File: src/rtl/frame_pkg.sv
// Shared frame-buffer constants and the rectangle-fill state type.
// Used by the rectangle filler, the frame buffer and the VGA read side.
package frame_pkg;

   localparam int H_RES     = 640;
   localparam int V_RES     = 480;
   localparam int FB_DEPTH  = H_RES * V_RES;   // 307200
   localparam int FB_ADDR_W = 20;
   localparam int PIX_W     = 4;

   typedef enum logic [1:0] {
      IDLE,
      SETUP,
      FILL,
      DONE
   } fill_state_t;

endpackage

File: src/rtl/frame_rect_filler_if.sv
// Command handshake and frame-buffer write bus of the rectangle filler.
//   cmd_valid/cmd_ready  : command handshake
//   cmd_x/y/w/h/color    : rectangle origin, size and palette index
//   WE/drawPtFrame/drawData : one frame-buffer write per clock
// master = command source / write sink, slave = the filler.
interface frame_rect_filler_if;
   import frame_pkg::*;

   logic                 cmd_valid;
   logic                 cmd_ready;
   logic [9:0]           cmd_x;
   logic [8:0]           cmd_y;
   logic [9:0]           cmd_w;
   logic [8:0]           cmd_h;
   logic [PIX_W-1:0]     cmd_color;
   logic                 WE;
   logic [FB_ADDR_W-1:0] drawPtFrame;
   logic [PIX_W-1:0]     drawData;

   modport master (
      output cmd_valid, cmd_x, cmd_y, cmd_w, cmd_h, cmd_color,
      input  cmd_ready, WE, drawPtFrame, drawData
   );

   modport slave (
      input  cmd_valid, cmd_x, cmd_y, cmd_w, cmd_h, cmd_color,
      output cmd_ready, WE, drawPtFrame, drawData
   );

endinterface

File: src/rtl/frame_rect_clip.sv
// Combinational clipping of a rectangle against the visible screen.
//   x, y, w, h : rectangle origin and size
//   x_end      : exclusive right edge, min(x+w, H_RES)
//   y_end      : exclusive bottom edge, min(y+h, V_RES)
//   empty      : nothing of the rectangle is on screen
module frame_rect_clip
   import frame_pkg::*;
(
   input  logic [9:0]  x,
   input  logic [8:0]  y,
   input  logic [9:0]  w,
   input  logic [8:0]  h,
   output logic [10:0] x_end,
   output logic [9:0]  y_end,
   output logic        empty
);

   logic [10:0] x_sum;
   logic [9:0]  y_sum;

   // One extra bit on each sum so x+w and y+h cannot wrap.
   assign x_sum = {1'b0, x} + {1'b0, w};
   assign y_sum = {1'b0, y} + {1'b0, h};

   assign x_end = (x_sum > 11'(H_RES)) ? 11'(H_RES) : x_sum;
   assign y_end = (y_sum > 10'(V_RES)) ? 10'(V_RES) : y_sum;

   assign empty = (w == '0) || (h == '0) ||
                  (x >= 10'(H_RES)) || (y >= 9'(V_RES));

endmodule

File: src/rtl/frame_rect_filler.sv
// Rectangle-fill drawing engine for the 640x480 4bpp frame buffer.
// Accepts one command, clips it to the screen and emits one write per clock.
//   Clk, Reset_h : clock, synchronous active-high reset
//   bus          : command handshake in, frame-buffer writes out
//   busy         : command in progress
//   done         : one-cycle pulse after the last write of a command
//
// state | meaning
// IDLE  | waiting for a command, cmd_ready high
// SETUP | clip and compute the first row base
// FILL  | one pixel write per cycle, row-major
// DONE  | writes finished, done pulse registered on exit
module frame_rect_filler
   import frame_pkg::*;
(
   input  logic                 Clk,
   input  logic                 Reset_h,
   frame_rect_filler_if.slave   bus,
   output logic                 busy,
   output logic                 done
);

   fill_state_t state, state_nxt;

   logic [9:0]           x_q;
   logic [8:0]           y_q;
   logic [9:0]           w_q;
   logic [8:0]           h_q;
   logic [PIX_W-1:0]     color_q;
   logic [9:0]           col;
   logic [8:0]           row;
   logic [FB_ADDR_W-1:0] row_base;
   logic [10:0]          x_end;
   logic [9:0]           y_end;
   logic                 empty;
   logic                 col_last;
   logic                 row_last;

   // Fed from the latched fields, so the bounds are stable through FILL.
   frame_rect_clip u_clip (
      .x     (x_q),
      .y     (y_q),
      .w     (w_q),
      .h     (h_q),
      .x_end (x_end),
      .y_end (y_end),
      .empty (empty)
   );

   assign bus.cmd_ready = (state == IDLE);
   assign busy          = (state != IDLE);
   assign col_last      = ({1'b0, col} == (x_end - 11'd1));
   assign row_last      = ({1'b0, row} == (y_end - 10'd1));

   always_ff @(posedge Clk) begin
      if (Reset_h) state <= IDLE;
      else         state <= state_nxt;
   end

   always_comb begin
      state_nxt = state;
      case (state)
         IDLE:    if (bus.cmd_valid)        state_nxt = SETUP;
         SETUP:   state_nxt = empty ? DONE : FILL;
         FILL:    if (col_last && row_last) state_nxt = DONE;
         DONE:    state_nxt = IDLE;
         default: state_nxt = IDLE;
      endcase
   end

   always_ff @(posedge Clk) begin
      if (Reset_h) begin
         bus.WE          <= 1'b0;
         bus.drawPtFrame <= '0;
         bus.drawData    <= '0;
         done            <= 1'b0;
         x_q             <= '0;
         y_q             <= '0;
         w_q             <= '0;
         h_q             <= '0;
         color_q         <= '0;
         col             <= '0;
         row             <= '0;
         row_base        <= '0;
      end else begin
         bus.WE <= 1'b0;
         done   <= 1'b0;
         case (state)
            IDLE: begin
               if (bus.cmd_valid) begin
                  x_q     <= bus.cmd_x;
                  y_q     <= bus.cmd_y;
                  w_q     <= bus.cmd_w;
                  h_q     <= bus.cmd_h;
                  color_q <= bus.cmd_color;
               end
            end
            SETUP: begin
               col      <= x_q;
               row      <= y_q;
               // y*640 = y*512 + y*128
               row_base <= ({11'd0, y_q} << 9) + ({11'd0, y_q} << 7);
            end
            FILL: begin
               bus.WE          <= 1'b1;
               bus.drawPtFrame <= row_base + {10'd0, col};
               bus.drawData    <= color_q;
               if (col_last) begin
                  col      <= x_q;
                  row      <= row + 9'd1;
                  row_base <= row_base + FB_ADDR_W'(H_RES);
               end else begin
                  col <= col + 10'd1;
               end
            end
            DONE: done <= 1'b1;
            default: ;
         endcase
      end
   end

endmodule

File: src/flat_wrapper.sv
// flat-port wrapper written by rule: the top's interface ports become plain ports
module frame_rect_filler_flat import frame_pkg::*;
  (Clk, Reset_h, busy, done, bus_cmd_valid, bus_cmd_x, bus_cmd_y, bus_cmd_w, bus_cmd_h, bus_cmd_color, bus_cmd_ready, bus_WE, bus_drawPtFrame, bus_drawData);
  frame_rect_filler_if bus_i ();
  input  logic Clk;
  input  logic Reset_h;
  output logic busy;
  output logic done;
  input wire logic [$bits(bus_i.cmd_valid)-1:0] bus_cmd_valid;
  input wire logic [$bits(bus_i.cmd_x)-1:0] bus_cmd_x;
  input wire logic [$bits(bus_i.cmd_y)-1:0] bus_cmd_y;
  input wire logic [$bits(bus_i.cmd_w)-1:0] bus_cmd_w;
  input wire logic [$bits(bus_i.cmd_h)-1:0] bus_cmd_h;
  input wire logic [$bits(bus_i.cmd_color)-1:0] bus_cmd_color;
  output wire logic [$bits(bus_i.cmd_ready)-1:0] bus_cmd_ready;
  output wire logic [$bits(bus_i.WE)-1:0] bus_WE;
  output wire logic [$bits(bus_i.drawPtFrame)-1:0] bus_drawPtFrame;
  output wire logic [$bits(bus_i.drawData)-1:0] bus_drawData;
  assign bus_i.cmd_valid = bus_cmd_valid;
  assign bus_i.cmd_x = bus_cmd_x;
  assign bus_i.cmd_y = bus_cmd_y;
  assign bus_i.cmd_w = bus_cmd_w;
  assign bus_i.cmd_h = bus_cmd_h;
  assign bus_i.cmd_color = bus_cmd_color;
  assign bus_cmd_ready = bus_i.cmd_ready;
  assign bus_WE = bus_i.WE;
  assign bus_drawPtFrame = bus_i.drawPtFrame;
  assign bus_drawData = bus_i.drawData;
  frame_rect_filler u_core (.Clk(Clk), .Reset_h(Reset_h), .bus(bus_i), .busy(busy), .done(done));
endmodule
File: config.mk
export PLATFORM = sky130hd
export DESIGN_NAME = frame_rect_filler_flat
export DESIGN_NICKNAME = d
export VERILOG_FILES = /design/src/rtl/frame_pkg.sv /design/src/rtl/frame_rect_filler_if.sv /design/src/rtl/frame_rect_clip.sv /design/src/rtl/frame_rect_filler.sv /design/src/flat_wrapper.sv
export SDC_FILE = /design/constraint.sdc
export NUM_CORES = 1
export LEC_CHECK = 0
export CAP_MARGIN = 20
export CORE_ASPECT_RATIO = 0.9
export CORE_MARGIN = 4
export CORE_UTILIZATION = 60
export DETAILED_ROUTE_END_ITERATION = 10
export GPL_ROUTABILITY_DRIVEN = 1
export GPL_TIMING_DRIVEN = 0
export PLACE_DENSITY_LB_ADDON = 0.25
export SLEW_MARGIN = 5
export SYNTH_ARGS = -nofsm -noshare
export SYNTH_HDL_FRONTEND = slang
export SYNTH_SLANG_ARGS = --single-unit
File: constraint.sdc
create_clock -name Clk -period 13.5 [get_ports Clk]
set_input_delay 2.025 -clock Clk [delete_from_list [all_inputs] [get_ports Clk]]
set_output_delay 2.025 -clock Clk [all_outputs]
set_load 0.02 [all_outputs]
# After elaboration in Yosys (flattened, before gate mapping)
# Index checks and enable logic that the tools add are counted.
[op_classes]
addsub = 9
magnitude_cmp = 4
n_eq_ne = 8
mux = 14
n_reduce_logical = 12
[op_table]
columns = ["cell", "n"]
rows = [
  ["case mux 20 bit (2 select lines)", 1],
  ["adder 20 x 10 -> 20 bit", 1],
  ["adder 20 x 10 -> 20 bit (second input constant)", 1],
  ["two-way mux 10 bit", 2],
  ["two-way mux 20 bit", 1],
  ["case mux 10 bit (2 select lines)", 1],
  ["adder 18 x 16 -> 19 bit", 1],
  ["case mux 9 bit (2 select lines)", 1],
  ["adder 10 x 10 -> 11 bit", 1],
  ["== test 10 x 11 -> 1 bit", 1],
  ["> comparator 11 x 10 -> 1 bit (second input constant)", 1],
  ["two-way mux 11 bit", 1],
  ["subtractor 11 x 1 -> 11 bit (second input constant)", 1],
  ["adder 10 x 1 -> 10 bit (second input constant)", 1],
  ["adder 9 x 9 -> 10 bit", 1],
  ["== test 9 x 10 -> 1 bit", 1],
  ["greater-or-equal comparator 10 bit (second input constant)", 1],
  ["> comparator 10 x 9 -> 1 bit (second input constant)", 1],
  ["zero test 10 bit", 1],
  ["subtractor 10 x 1 -> 10 bit (second input constant)", 1],
  ["adder 9 x 1 -> 9 bit (second input constant)", 1],
  ["greater-or-equal comparator 9 bit (second input constant)", 1],
  ["zero test 9 bit", 1],
  ["two-way mux 9 bit", 1],
  ["12 further kinds", 22],
]
[word_totals]
regBits = 109
in_bits = 45
out_inout_bits = 28
wordCells = 60

# Depth between registers and ports, before layout
# Gate-level depths: netlist (run 1).
[depth]
depth_word = 8
mapped_depth = 23
mapped_depth_nobuf = 21

# Hierarchy
# Synthesis (run 1) repeated with hierarchy kept, for this count alone.
[unflattened]
cells_unflattened = 923
area_unflattened_um2 = 7115.6
[modules_own_cells]
columns = ["mod", "n_inst", "cells_each", "area_per_inst_um2"]
rows = [
  ["frame_rect_filler", 1, 762, 5972.0],
  ["frame_rect_clip", 1, 161, 1143.6],
]

# Worst setup path after synthesis (run 1)
# No wires, ideal clock.
[synth_path]
path_type = "register -> register"
startpoint = "register u_core.x_q[0]"
endpoint = "register u_core.row[6]"
setup_time_ns = 0.095
arrival_time_ns = 4.706
t_required_ns = 13.405
setup_slack_ns = 8.699
stages_incl_launch_ff = 22
cell_sequence = "dfxtp_1 ha_1 inv_1 fa_1 nand2b_1 a21oi_1 xor2_2 a2111oi_4 and2_1 o21a_1 nand2_1 ha_1 nor2_1 mux2_2 a211oi_1 o32ai_1 a2111oi_2 nand4_2 or2_1 buf_2 or4_1 o311ai_1"
[synth_between]
elab_chain_cells = 7
[synth_rtl]
columns = ["item", "line", "rtl"]
rows = [
  ["start: declaration", "frame_rect_filler.sv:25", "logic [9:0] x_q;"],
  ["start signal: assignment", "frame_rect_filler.sv:91", "x_q <= bus.cmd_x;"],
  ["adder 10 x 10 -> 11 bit (*)", "frame_rect_clip.sv:22", "assign x_sum = {1'b0, x} + {1'b0, w};"],
  ["> comparator 11 x 10 -> 1 bit", "frame_rect_clip.sv:25", "assign x_end = (x_sum > 11'(H_RES)) ? 11'(H_RES) : x_sum;"],
  ["two-way mux 11 bit (*)", "frame_rect_clip.sv:25", ""],
  ["subtractor 11 x 1 -> 11 bit (*)", "frame_rect_filler.sv:52", "assign col_last = ({1'b0, col} == (x_end - 11'd1));"],
  ["== test 10 x 11 -> 1 bit (*)", "frame_rect_filler.sv:52", ""],
  ["inequality test 2 x 1 -> 1 bit (no source line) (*)", "--", ""],
  ["AND reduction 2 bit (no source line) (*)", "--", ""],
  ["end signal: assignment", "frame_rect_filler.sv:100", "row <= y_q;"],
  ["end signal: assignment", "frame_rect_filler.sv:110", "row <= row + 9'd1;"],
  ["end: declaration", "frame_rect_filler.sv:31", "logic [8:0] row;"],
]
# Every way passes the cells marked *; elsewhere a longest branch is shown, timed or not.
# A chain may end at the register's enable or synchronous reset.

# Worst setup path in the final report (run 1)
[layout_path]
startpoint = "register u_core.w_q[0]"
endpoint = "register u_core.row[4]"
[layout_between]
elab_chain_cells = 7
[layout_rtl]
columns = ["item", "line", "rtl"]
rows = [
  ["start: declaration", "frame_rect_filler.sv:27", "logic [9:0] w_q;"],
  ["start signal: assignment", "frame_rect_filler.sv:93", "w_q <= bus.cmd_w;"],
  ["adder 10 x 10 -> 11 bit (*)", "frame_rect_clip.sv:22", ""],
  ["> comparator 11 x 10 -> 1 bit", "frame_rect_clip.sv:25", ""],
  ["two-way mux 11 bit (*)", "frame_rect_clip.sv:25", ""],
  ["subtractor 11 x 1 -> 11 bit (*)", "frame_rect_filler.sv:52", ""],
  ["== test 10 x 11 -> 1 bit (*)", "frame_rect_filler.sv:52", ""],
  ["inequality test 2 x 1 -> 1 bit (no source line) (*)", "--", ""],
  ["AND reduction 2 bit (no source line) (*)", "--", ""],
]
# Marked as above.

==> results of run 1 <==
kinds of logic (layout without fill, tap and decap cells):
logic type	Yosys count	in the layout
simple gates	364	364
mux	26	26
compound gates	250	250
flops	102	102
fa+ha+maj	41	41
buf+inv	84	172
xor+xnor	49	49
placed cells by master, fill, tap and decap left out, drive strengths merged, types with 9 or more instances in the layout:
cell type / instances
dfxtp: 102
nand3: 29
clkdlybuf4s50: 72
a21o: 11
inv: 32
nor2: 63
nand4: 15
o211ai: 9
ha: 38
a21oi: 74
nor4b: 9
mux2i: 23
nor2b: 15
clkbuf: 49
a211oi: 33
or3: 9
nand2: 138
xnor2: 32
nor3: 18
nor4: 17
buf: 15
xor2: 17
o21ai: 33
power breakdown:
group / switching, uW / leakage, uW / internal, uW
combinational: 417 / 0.00202 / 279
sequential: 59.7 / 0.000831 / 352
clock: 121 / 0.000148 / 146
critical path, cell delays in order (launching register included):
cell	delay [ns]
dfxtp_1	0.38
ha_1	0.21
inv_1	0.06
fa_1	0.42
nand2b_1	0.19
a21oi_1	0.30
xor2_2	0.24
a2111oi_4	0.56
and2_1	0.23
o21a_1	0.16
nand2_1	0.07
ha_1	0.29
inv_1	0.12
nor2_1	0.07
a211oi_1	0.32
nor3_1	0.10
o311ai_1	0.36
nand4_2	0.33
or2_1	0.33
buf_2	0.19
buf_2	0.24
nor4_1	0.27
nor4_1	0.11
stage by stage:
| step | setup slack [ns] | instance area (sq um) | utilization, % | std cells |
|---|---|---|---|---|
| floorplan | 8.70 | 7170 | - | 916 |
| global placement | 7.88 | 8090 | 69.9 | 1144 |
| detailed placement | 7.88 | 8090 | 69.9 | 1144 |
| CTS | 7.85 | 8390 | 72.5 | 1160 |
| global route | 7.37 | 8390 | 72.5 | 1160 |
| finish | 7.78 | 8390 | 72.5 | 1160 |
how the worst min path moves through the flow:
stage	endpoint	slack (ns)	cells past startpoint
6_report	u_core.color_q[0]	0.46	2
4_1_cts	u_core.color_q[0]	0.46	2
5_1_grt	u_core.color_q[3]	0.50	2
2_1_floorplan	u_core.color_q[0]	0.44	2
3_3_place_gp	u_core.color_q[2]	0.45	2
3_5_place_dp	u_core.color_q[0]	0.45	2
sequential cells by signal, summed over array words and instances (netlist names):
signal                  cells
u_core.bus.drawPtFrame     20
u_core.row_base            13
u_core.col                 10
u_core.w_q                 10
u_core.x_q                 10
u_core.h_q                  9
u_core.row                  9
u_core.y_q                  9
u_core.bus.drawData         4
u_core.color_q              4
u_core.state                2
u_core.bus.WE               1
u_core.done                 1
layout make-up:
| class | count | area [sq um] |
|---|---|---|
| Fill cell | 959 | 3180 |
| Clock buffer | 9 | 225 |
| Multi-Input combinational cell | 730 | 4810 |
| Timing Repair Buffer | 72 | 721 |
| Inverter | 29 | 109 |
| Sequential cell | 102 | 2040 |
| Tap cell | 156 | 195 |
| Clock inverter | 7 | 80.1 |
| Buffer | 55 | 213 |
layer usage:
layer | routed length [um] | vias to the layer above | track usage [%]
met5 | 0 | - | 0
met4 | 451 | 0 | 8.49
met3 | 2200 | 44 | 8.63
met2 | 8930 | 369 | 45.1
met1 | 9050 | 3326 | 42.0
li1 | - | 3553 | -
==> results by group, run 1 <==
Floorplan
  • Area of the core: 11600 sq um
  • Initial core utilization: 61.9%
  • Die ar.: 13800 sq um
  • FP Rows: 37
  • Top Ports: 73
  • Die X: 123 um
  • Die Ht: 112 um

Global route
  • Initial antenna violation count: 0
  • Vias in the first global route: 6833
  • Global-route wire length before repair: 33.7 mm
  • Largest net degree at the start of global routing: 19
  • GRT overflow: 0
  • Total GRT Usage: 30.1%

Timing
  • Hold slack: 0.458 ns
  • Slew Limit Fails: 0
  • Fin. Hold Viols: 0
  • Slew @ Worst Pin: 0.856 ns
  • Minimum clock period: 5.72 ns
  • FMAX: 0.175 GHz
  • RSZ-0062 raised after global routing: false
  • Period utilization: 42.4%
  • Worst slew margin: 42.9%
  • Setup Viol. Count Final: 0
  • Clock skew: 0.00869 ns
  • Setup TNS: 0 ns

Power
  • Power Total: 1380 uW
  • Pwr per Cell Area: 164 nW/um^2
  • Leakage power: 0.00300 uW
  • Maximum VDD drop: 78.5 uV

Worst setup path
  • Worst setup path endpoint: u_core.row[4]
  • Crit Path Class: register to register
  • Crit end category: register
  • Critical Path Source: u_core.w_q[0]
  • Reg2Reg Depth: 22
  • R2R setup slack: 7.78 ns
  • RR Endpoint: u_core.row[4]
  • Startpoint types: register
  • Crit path DAT: 5.92 ns
  • RR Startpoint: u_core.w_q[0]
  • Worst-path fanout max: 10
  • Worst path required time: 13.69 ns

Synthesis
  • Top-count cell post-synth: nand2_1
  • Largest family of logic cells by synthesized area: simple AND/OR/NAND/NOR gates
  • Most frequent cells after synthesis: nand2_1 (137), dfxtp_1 (102), a21oi_1 (74)
  • Synth Area in Compound Gates: 24.4%
  • EDFF count, synth: 0
  • Synth warnings: 0
  • Post-synthesis area per instance: 7.83 sq um
  • Net count after synthesis: 1002
  • Post-synthesis xor/xnor area fraction: 6.09%
  • Area leader, netlist: dfxtp_1
  • Mux share of post-synthesis cell area: 3.68%
  • Post-Synth Simple-Gate Area: 25.4%
  • Sequential share of the synthesized area: 28.5%
  • Synthesized area: 7170 sq um
  • Post-Synth Adder-Cell Area: 7.47%
  • Post-synth top flop: dfxtp_1
  • FF+latch count, synth: 102
  • Cell count after synthesis: 916
  • Asr flop ratio synth: 0%
  • Synth top area cells: dfxtp_1 (28%), nand2_1 (7.2%), ha_1 (6.6%)
  • Top-area cell type share of the netlist area: 28.5%
  • Distinct cells, synth: 80

Run status
  • Status: finished, final reports clean

Clocking
  • Cts bufs inserted: 9
  • Clock sinks: 102
  • Post-CTS Hold Buffers: 0
  • Clock transition time at the flip-flop clock pins of the worst setup and hold paths: 0.07 ns
  • CTS root buffer: clkbuf_16
  • Post-CTS Resized: 0
  • CTS tree: done
  • Clk_lat worst skew: 0.35 ns
  • Clk buf depth: 2
  • H-tree Lvls: 3
  • # Post-CTS Setup Buffers: 0

Placement
  • PortBufs: 72
  • Post-DP HPWL: 15.6 mm
  • Routability-driven placement congestion ratio: 0.947

Routing
  • Wirelength per Cell: 17.8 um
  • Final wirelength: 20.6 mm
  • Vias per cell: 6.29
  • Post-DRT Antenna Nets: 0
  • Via count: 7292
  • First drt pass iteration count: 5
  • Remaining DRCs: 0
  • Starting DRT DRC Count: 745

Final layout
  • Area Overhead vs Synth: 17.0%
  • Diode count: 0
  • Layout Nets: 1085
  • Share of cells above drive strength 1: 4.08%

Min path
  • Min-Delay Startpoint: u_core.color_q[0]
  • Worst Hold Class: register to register

Flow run
  • Max-cap violations: 0
Power figures use the tool's default switching activity.
==> run 2: changes to the inputs <==
--- a/config.mk
+++ b/config.mk
@@ -8,7 +8,7 @@
 export CAP_MARGIN = 20
 export CORE_ASPECT_RATIO = 0.9
 export CORE_MARGIN = 4
-export CORE_UTILIZATION = 60
+export CORE_UTILIZATION = 53
 export DETAILED_ROUTE_END_ITERATION = 10
 export GPL_ROUTABILITY_DRIVEN = 1
 export GPL_TIMING_DRIVEN = 0
==> constraint.sdc (replaced) <==
create_clock -name Clk -period 4.63 [get_ports Clk]
set_input_delay 0.6945 -clock Clk [delete_from_list [all_inputs] [get_ports Clk]]
set_output_delay 0.6945 -clock Clk [all_outputs]
set_load 0.02 [all_outputs]
==> run 2 against run 1 <==
The flow now finishes with violations (negative setup slack). Critical path type unchanged. Cell area up 12%. Core utilization shrank 1.7 points. Clock skew rose by 0.0039 ns. First-iteration DRC count is 5.6% lower. Sequential power increased to 2.9 times the previous value. Setup slack lost 8.0 ns. Flip-flop and latch count unchanged.
==> results by group, run 2 (synthesis gave the netlist of run 1 again) <==
Run status
  • Failing checks: negative setup slack
  • Status: finished with violations

Floorplan
  • FP Rows: 40
  • Initial core utilization: 53.9%
  • Area of the core: 13300 sq um
  • Die X: 131 um
  • Die ar.: 15500 sq um
  • Die Ht: 118 um
  • Top Ports: 73

Placement
  • PortBufs: 72
  • Routability-driven placement congestion ratio: 0.933
  • Placed insts: 1156
  • Post-DP HPWL: 15.4 mm

Worst setup path
  • Crit path DAT: 5.09 ns
  • Crit path buffers/inverters: 2
  • Cell Chain, Critical Path: ha_4 -> a211o_1 -> a221o_2 -> o21ai_4 -> a211oi_4 -> a21o_1 -> o21a_1 -> nand2b_1 -> ha_4 -> nor2_1 -> mux2_4 -> a211oi_4 -> nor3_2 -> o311ai_2 -> nand4_2 -> buf_6 -> buf_12 -> o21ai_4 -> nand2_1 -> a311oi_1
  • Slowest stage delay, CP: 0.46 ns
  • Worst-path fanout max: 5
  • Crit end category: register
  • Startpoint types: register
  • Worst path required time: 4.89 ns
  • Crit-path slowest cell: a221o_2
  • RR Startpoint: u_core.x_q[1]
  • Crit-path leading delay family: compound AO/OA/AOI/OAI gates
  • Crit Path Class: register to register
  • Critical Path Source: u_core.x_q[1]

Final layout
  • Max reg flops: 20
  • Top flop regs: u_core.bus.drawPtFrame (20), u_core.row_base (13)
  • Fill count: 1007
  • Non-Filler Instances: 1206
  • Share of cells above drive strength 1: 15.6%
  • Commonest non-fill, non-tap cells in the layout: nand2_1 (136), dfxtp_1 (92), clkdlybuf4s50_1 (72)
  • Layout Nets: 1119
  • Largest register by flop count: u_core.bus.drawPtFrame
  • Most common cell after layout, fill and taps aside: nand2_1
  • Diode count: 0
  • Area Overhead vs Synth: 31.5%

Clocking
  • Clk buf depth: 2
  • Clk_lat worst skew: 0.35 ns
  • CTS root buffer: clkbuf_16
  • Cts bufs inserted: 9
  • Clock transition time at the flip-flop clock pins of the worst setup and hold paths: 0.08 ns
  • Clock sinks: 102
  • Post-CTS Hold Buffers: 0
  • H-tree Lvls: 3
  • CTS tree: done

Power
  • Leakage power: 0.00340 uW
  • Maximum VDD drop: 298 uV
  • Pwr per Cell Area: 471 nW/um^2

Timing
  • Slew @ Worst Pin: 1.20 ns
  • FMAX: 0.207 GHz
  • Fin. Hold Viols: 0
  • Slew Limit Fails: 0
  • Period utilization: 104%
  • Minimum clock period: 4.83 ns
  • Setup Viol. Count Final: 33
  • RSZ-0062 raised after global routing: true
  • Clock skew: 0.0126 ns
  • Hold slack: 0.461 ns
  • Worst slew margin: 19.4%
  • Fin worst setup slack: -0.203 ns

Routing
  • Post-DRT Antenna Nets: 0
  • First drt pass iteration count: 5
  • Remaining DRCs: 0
  • Via count: 7663
  • Starting DRT DRC Count: 703
  • Wirelength per Cell: 19.0 um
  • Final wirelength: 22.9 mm
  • Vias per cell: 6.35

Min path
  • Min-Delay Startpoint: u_core.color_q[1]
  • Worst Hold Class: register to register

Global route
  • Largest net degree at the start of global routing: 18
  • Global-route wire length before repair: 34.8 mm
  • Initial antenna violation count: 0
  • Vias in the first global route: 6812
  • GRT overflow: 0
  • Total GRT Usage: 27.6%

Flow run
  • Max-cap violations: 0
[run 2: what timing repair did]
action                     CTS  global route
setup endpoints to repair   34            34
buffers inserted            20            14
gates cloned                 1             1
pin swaps                   37            42
resized for setup           84            67
[run 2: cell type report]
type | instances | area, sq um | area share (%)
buffer | 53 | 253 | 2.68
clock buffer | 10 | 239 | 2.54
clock inverter | 6 | 43.8 | 0.465
inverter | 29 | 109 | 1.15
multi-input combinational | 730 | 5460 | 58.0
sequential | 102 | 2060 | 21.9
tap | 168 | 210 | 2.23
timing repair buffer | 108 | 1050 | 11.1
[run 2: report_power, final]
part | switching [uW] | internal [uW]
registers | 182 | 1030
logic | 1450 | 1040
clock network | 355 | 383
[run 2: worst paths after layout]
path                        to  slack [ns]  depth (start not counted)
max              u_core.col[1]       -0.20                         20
min          u_core.color_q[1]        0.46                          2
max reg2reg      u_core.col[1]       -0.20                         20
min reg2reg  u_core.color_q[1]        0.46                          2
[run 2: metal layers]
metal	global-route usage (%)	part of all wire, %
met5	0	0
met4	7.26	1.9
met3	7.59	9.8
met2	41.5	45
met1	39.0	43
[run 2: worst reg2reg max path, cell delays in order, from the launching register on]
cell      delay, ns
dfxtp_2        0.34
ha_4           0.24
a211o_1        0.30
a221o_2        0.46
o21ai_4        0.27
a211oi_4       0.12
a21o_1         0.21
o21a_1         0.23
nand2b_1       0.13
ha_4           0.21
nor2_1         0.08
mux2_4         0.30
a211oi_4       0.25
nor3_2         0.08
o311ai_2       0.29
nand4_2        0.22
buf_6          0.20
buf_12         0.14
o21ai_4        0.24
nand2_1        0.13
a311oi_1       0.30
[run 2: stage by stage]
stage                     setup TNS, ns  setup WS (ns)  instance area, sq um  utilization (%)  power [uW]
after global routing             -11.67         -0.437                  9430             70.8        4690
after floorplan                       0         0.0258                  7190                -        2650
after CTS                        -0.558         -0.100                  8980             67.4        4130
after global placement           -19.69         -0.787                  8120             61.0        3160
final                             -3.60         -0.203                  9430             70.8        4440
after detailed placement         -21.19         -0.843                  8120             61.0        3190
==> run 3: changes to the inputs <==
--- a/config.mk
+++ b/config.mk
@@ -12,8 +12,10 @@
 export DETAILED_ROUTE_END_ITERATION = 10
 export GPL_ROUTABILITY_DRIVEN = 1
 export GPL_TIMING_DRIVEN = 0
+export MAX_ROUTING_LAYER = met4
 export PLACE_DENSITY_LB_ADDON = 0.25
 export SLEW_MARGIN = 5
 export SYNTH_ARGS = -nofsm -noshare
 export SYNTH_HDL_FRONTEND = slang
 export SYNTH_SLANG_ARGS = --single-unit
+export TNS_END_PERCENT = 10
==> run 3 against run 2 <==
The run still ends with negative setup slack left. First-iteration DRC count is 4.0% lower. Hold slack worse by 0.0018 ns. Combinational power shrank 3%.
==> results by group, run 3 (synthesis gave the netlist of run 1 again) <==
Run status
  • Status: finished with violations
  • Failing checks: negative setup slack

Final layout
  • Max reg flops: 20
  • Most common cell after layout, fill and taps aside: nand2_1
  • Layout Nets: 1120
  • Largest register by flop count: u_core.bus.drawPtFrame
  • Commonest non-fill, non-tap cells in the layout: nand2_1 (136), dfxtp_1 (92), clkdlybuf4s50_1 (72)
  • Top flop regs: u_core.bus.drawPtFrame (20), u_core.row_base (13)
  • Final core utilization: 69.8%
  • Area Overhead vs Synth: 29.6%
  • Share of cells above drive strength 1: 14.2%
  • Fill count: 1050
  • Diode count: 0

Clocking
  • Cts bufs inserted: 9
  • Clock transition time at the flip-flop clock pins of the worst setup and hold paths: 0.07 ns
  • Clk_lat worst skew: 0.35 ns
  • CTS root buffer: clkbuf_16
  • H-tree Lvls: 3
  • Clock sinks: 102
  • Clk buf depth: 2
  • CTS tree: done

Worst setup path
  • Crit end category: register
  • Worst path required time: 4.84 ns
  • Worst-path fanout max: 6
  • Crit Path Class: register to register
  • Startpoint types: register
  • Crit path DAT: 5.07 ns

Flow run
  • Max-cap violations: 0

Timing
  • Hold slack: 0.459 ns
  • Period utilization: 105%
  • Fin. Hold Viols: 0
  • Fin worst setup slack: -0.224 ns
  • Setup Viol. Count Final: 34
  • Worst slew margin: 33.3%
  • Minimum clock period: 4.85 ns
  • Slew @ Worst Pin: 0.990 ns
  • RSZ-0062 raised after global routing: true
  • Clock skew: 0.0106 ns
  • Slew Limit Fails: 0
  • FMAX: 0.206 GHz

Floorplan
  • Die Ht: 118 um
  • Die X: 131 um
  • Area of the core: 13300 sq um
  • Top Ports: 73
  • Initial core utilization: 53.9%
  • FP Rows: 40
  • Die ar.: 15500 sq um

Routing
  • Final wirelength: 22.1 mm
  • Starting DRT DRC Count: 675
  • Post-DRT Antenna Nets: 0
  • First drt pass iteration count: 5
  • Remaining DRCs: 0
  • Wirelength per Cell: 18.3 um
  • Vias per cell: 6.25
  • Via count: 7545

Placement
  • PortBufs: 72
  • Routability-driven placement congestion ratio: 0.965
  • Post-DP HPWL: 15.4 mm

Power
  • Pwr per Cell Area: 474 nW/um^2
  • Logic pwr share: 54.7%
  • Maximum VDD drop: 320 uV
  • Flop pwr share: 27.4%
  • Leakage power: 0.00334 uW
  • Switching Power: 1910 uW
  • Int Power: 2490 uW
  • Clk pwr share: 17.9%
  • Sw Share: 43.4%

Global route
  • Initial antenna violation count: 0
  • Vias in the first global route: 6909
  • Largest net degree at the start of global routing: 18
  • Global-route wire length before repair: 34.7 mm
  • GRT overflow: 0
  • Total GRT Usage: 28.3%

Min path
  • Worst Hold Class: register to register
-- run 3: cell count changes in the layout (fill, tap and decap cells not counted), moves of 3 or more --
cell	delta
nor2_1	-3
nor4_2	+3
buf_6	-3
o311ai_0	+4
nor3_1	+3
nor2_2	+3
buf_4	+4
-- run 3: critical path, cell delays in order, from the launching register on --
cell,delay [ns]
dfxtp_2,0.36
buf_4,0.13
inv_1,0.06
fa_2,0.43
nor2b_2,0.19
o31ai_2,0.11
a21oi_2,0.31
xnor2_4,0.14
a21o_1,0.20
o21a_1,0.22
nand2b_1,0.13
ha_4,0.20
nor2_2,0.05
mux2_4,0.29
a211oi_2,0.26
nor3_1,0.10
o311ai_1,0.32
nand4_2,0.24
or2_4,0.31
buf_4,0.14
buf_6,0.13
nor4_2,0.31
nor4_2,0.08
-- run 3: cell type report --
cell class	instances	area, sq um	area share, %
clock buffer	11	243	2.61
clock inverter	5	63.8	0.687
timing repair buffer	107	1020	11.0
buffer	54	264	2.84
tap	168	210	2.26
sequential	102	2060	22.1
inverter	29	109	1.17
multi-input combinational	731	5320	57.3
-- run 3: repair_timing --
item                                    CTS  global route
resized for setup                        82            35
pin swaps                                39            28
setup buffers                            23            10
hold buffers                              0             0
gates cloned                              3             0
endpoints found under the setup margin   34            34
-- run 3: worst paths after layout --
path                          start           endpoint  slack (ns)  depth (start not counted)
hold / removal    u_core.color_q[1]  u_core.color_q[1]        0.46                          2
hold reg to reg   u_core.color_q[1]  u_core.color_q[1]        0.46                          2
setup / recovery      u_core.w_q[1]      u_core.row[7]       -0.22                         22
setup reg to reg      u_core.w_q[1]      u_core.row[7]       -0.22                         22
-- run 3: stage by stage --
step	std cells	setup slack, ns	cell area (sq um)	total power [uW]	TNS [ns]
CTS	1198	-0.124	9020	4210	-1.70
finish	1207	-0.224	9290	4400	-4.09
global placement	1156	-0.789	8120	3170	-19.87
global route	1207	-0.455	9290	4660	-11.95
floorplan	916	0.0258	7190	2650	0
detailed placement	1156	-0.783	8120	3190	-19.34
-- run 3: layer usage --
layer / track usage (%) / vias to the layer above / share of wire (%)
met2: 40.7 / 381 / 44
met3: 5.96 / 51 / 9.3
met1: 40.4 / 3512 / 45
met4: 7.58 / 0 / 2.1
met5: - / - / 0
li1: - / 3601 / -
-- run 3: power by group through the flow --
stage | clock network, uW | logic, uW | registers, uW
floorplan | 0 | 1470 | 1190
global placement | 0 | 1960 | 1210
detailed placement | 0 | 1970 | 1210
CTS | 796 | 2220 | 1190
global route | 826 | 2610 | 1220
finish | 786 | 2410 | 1210
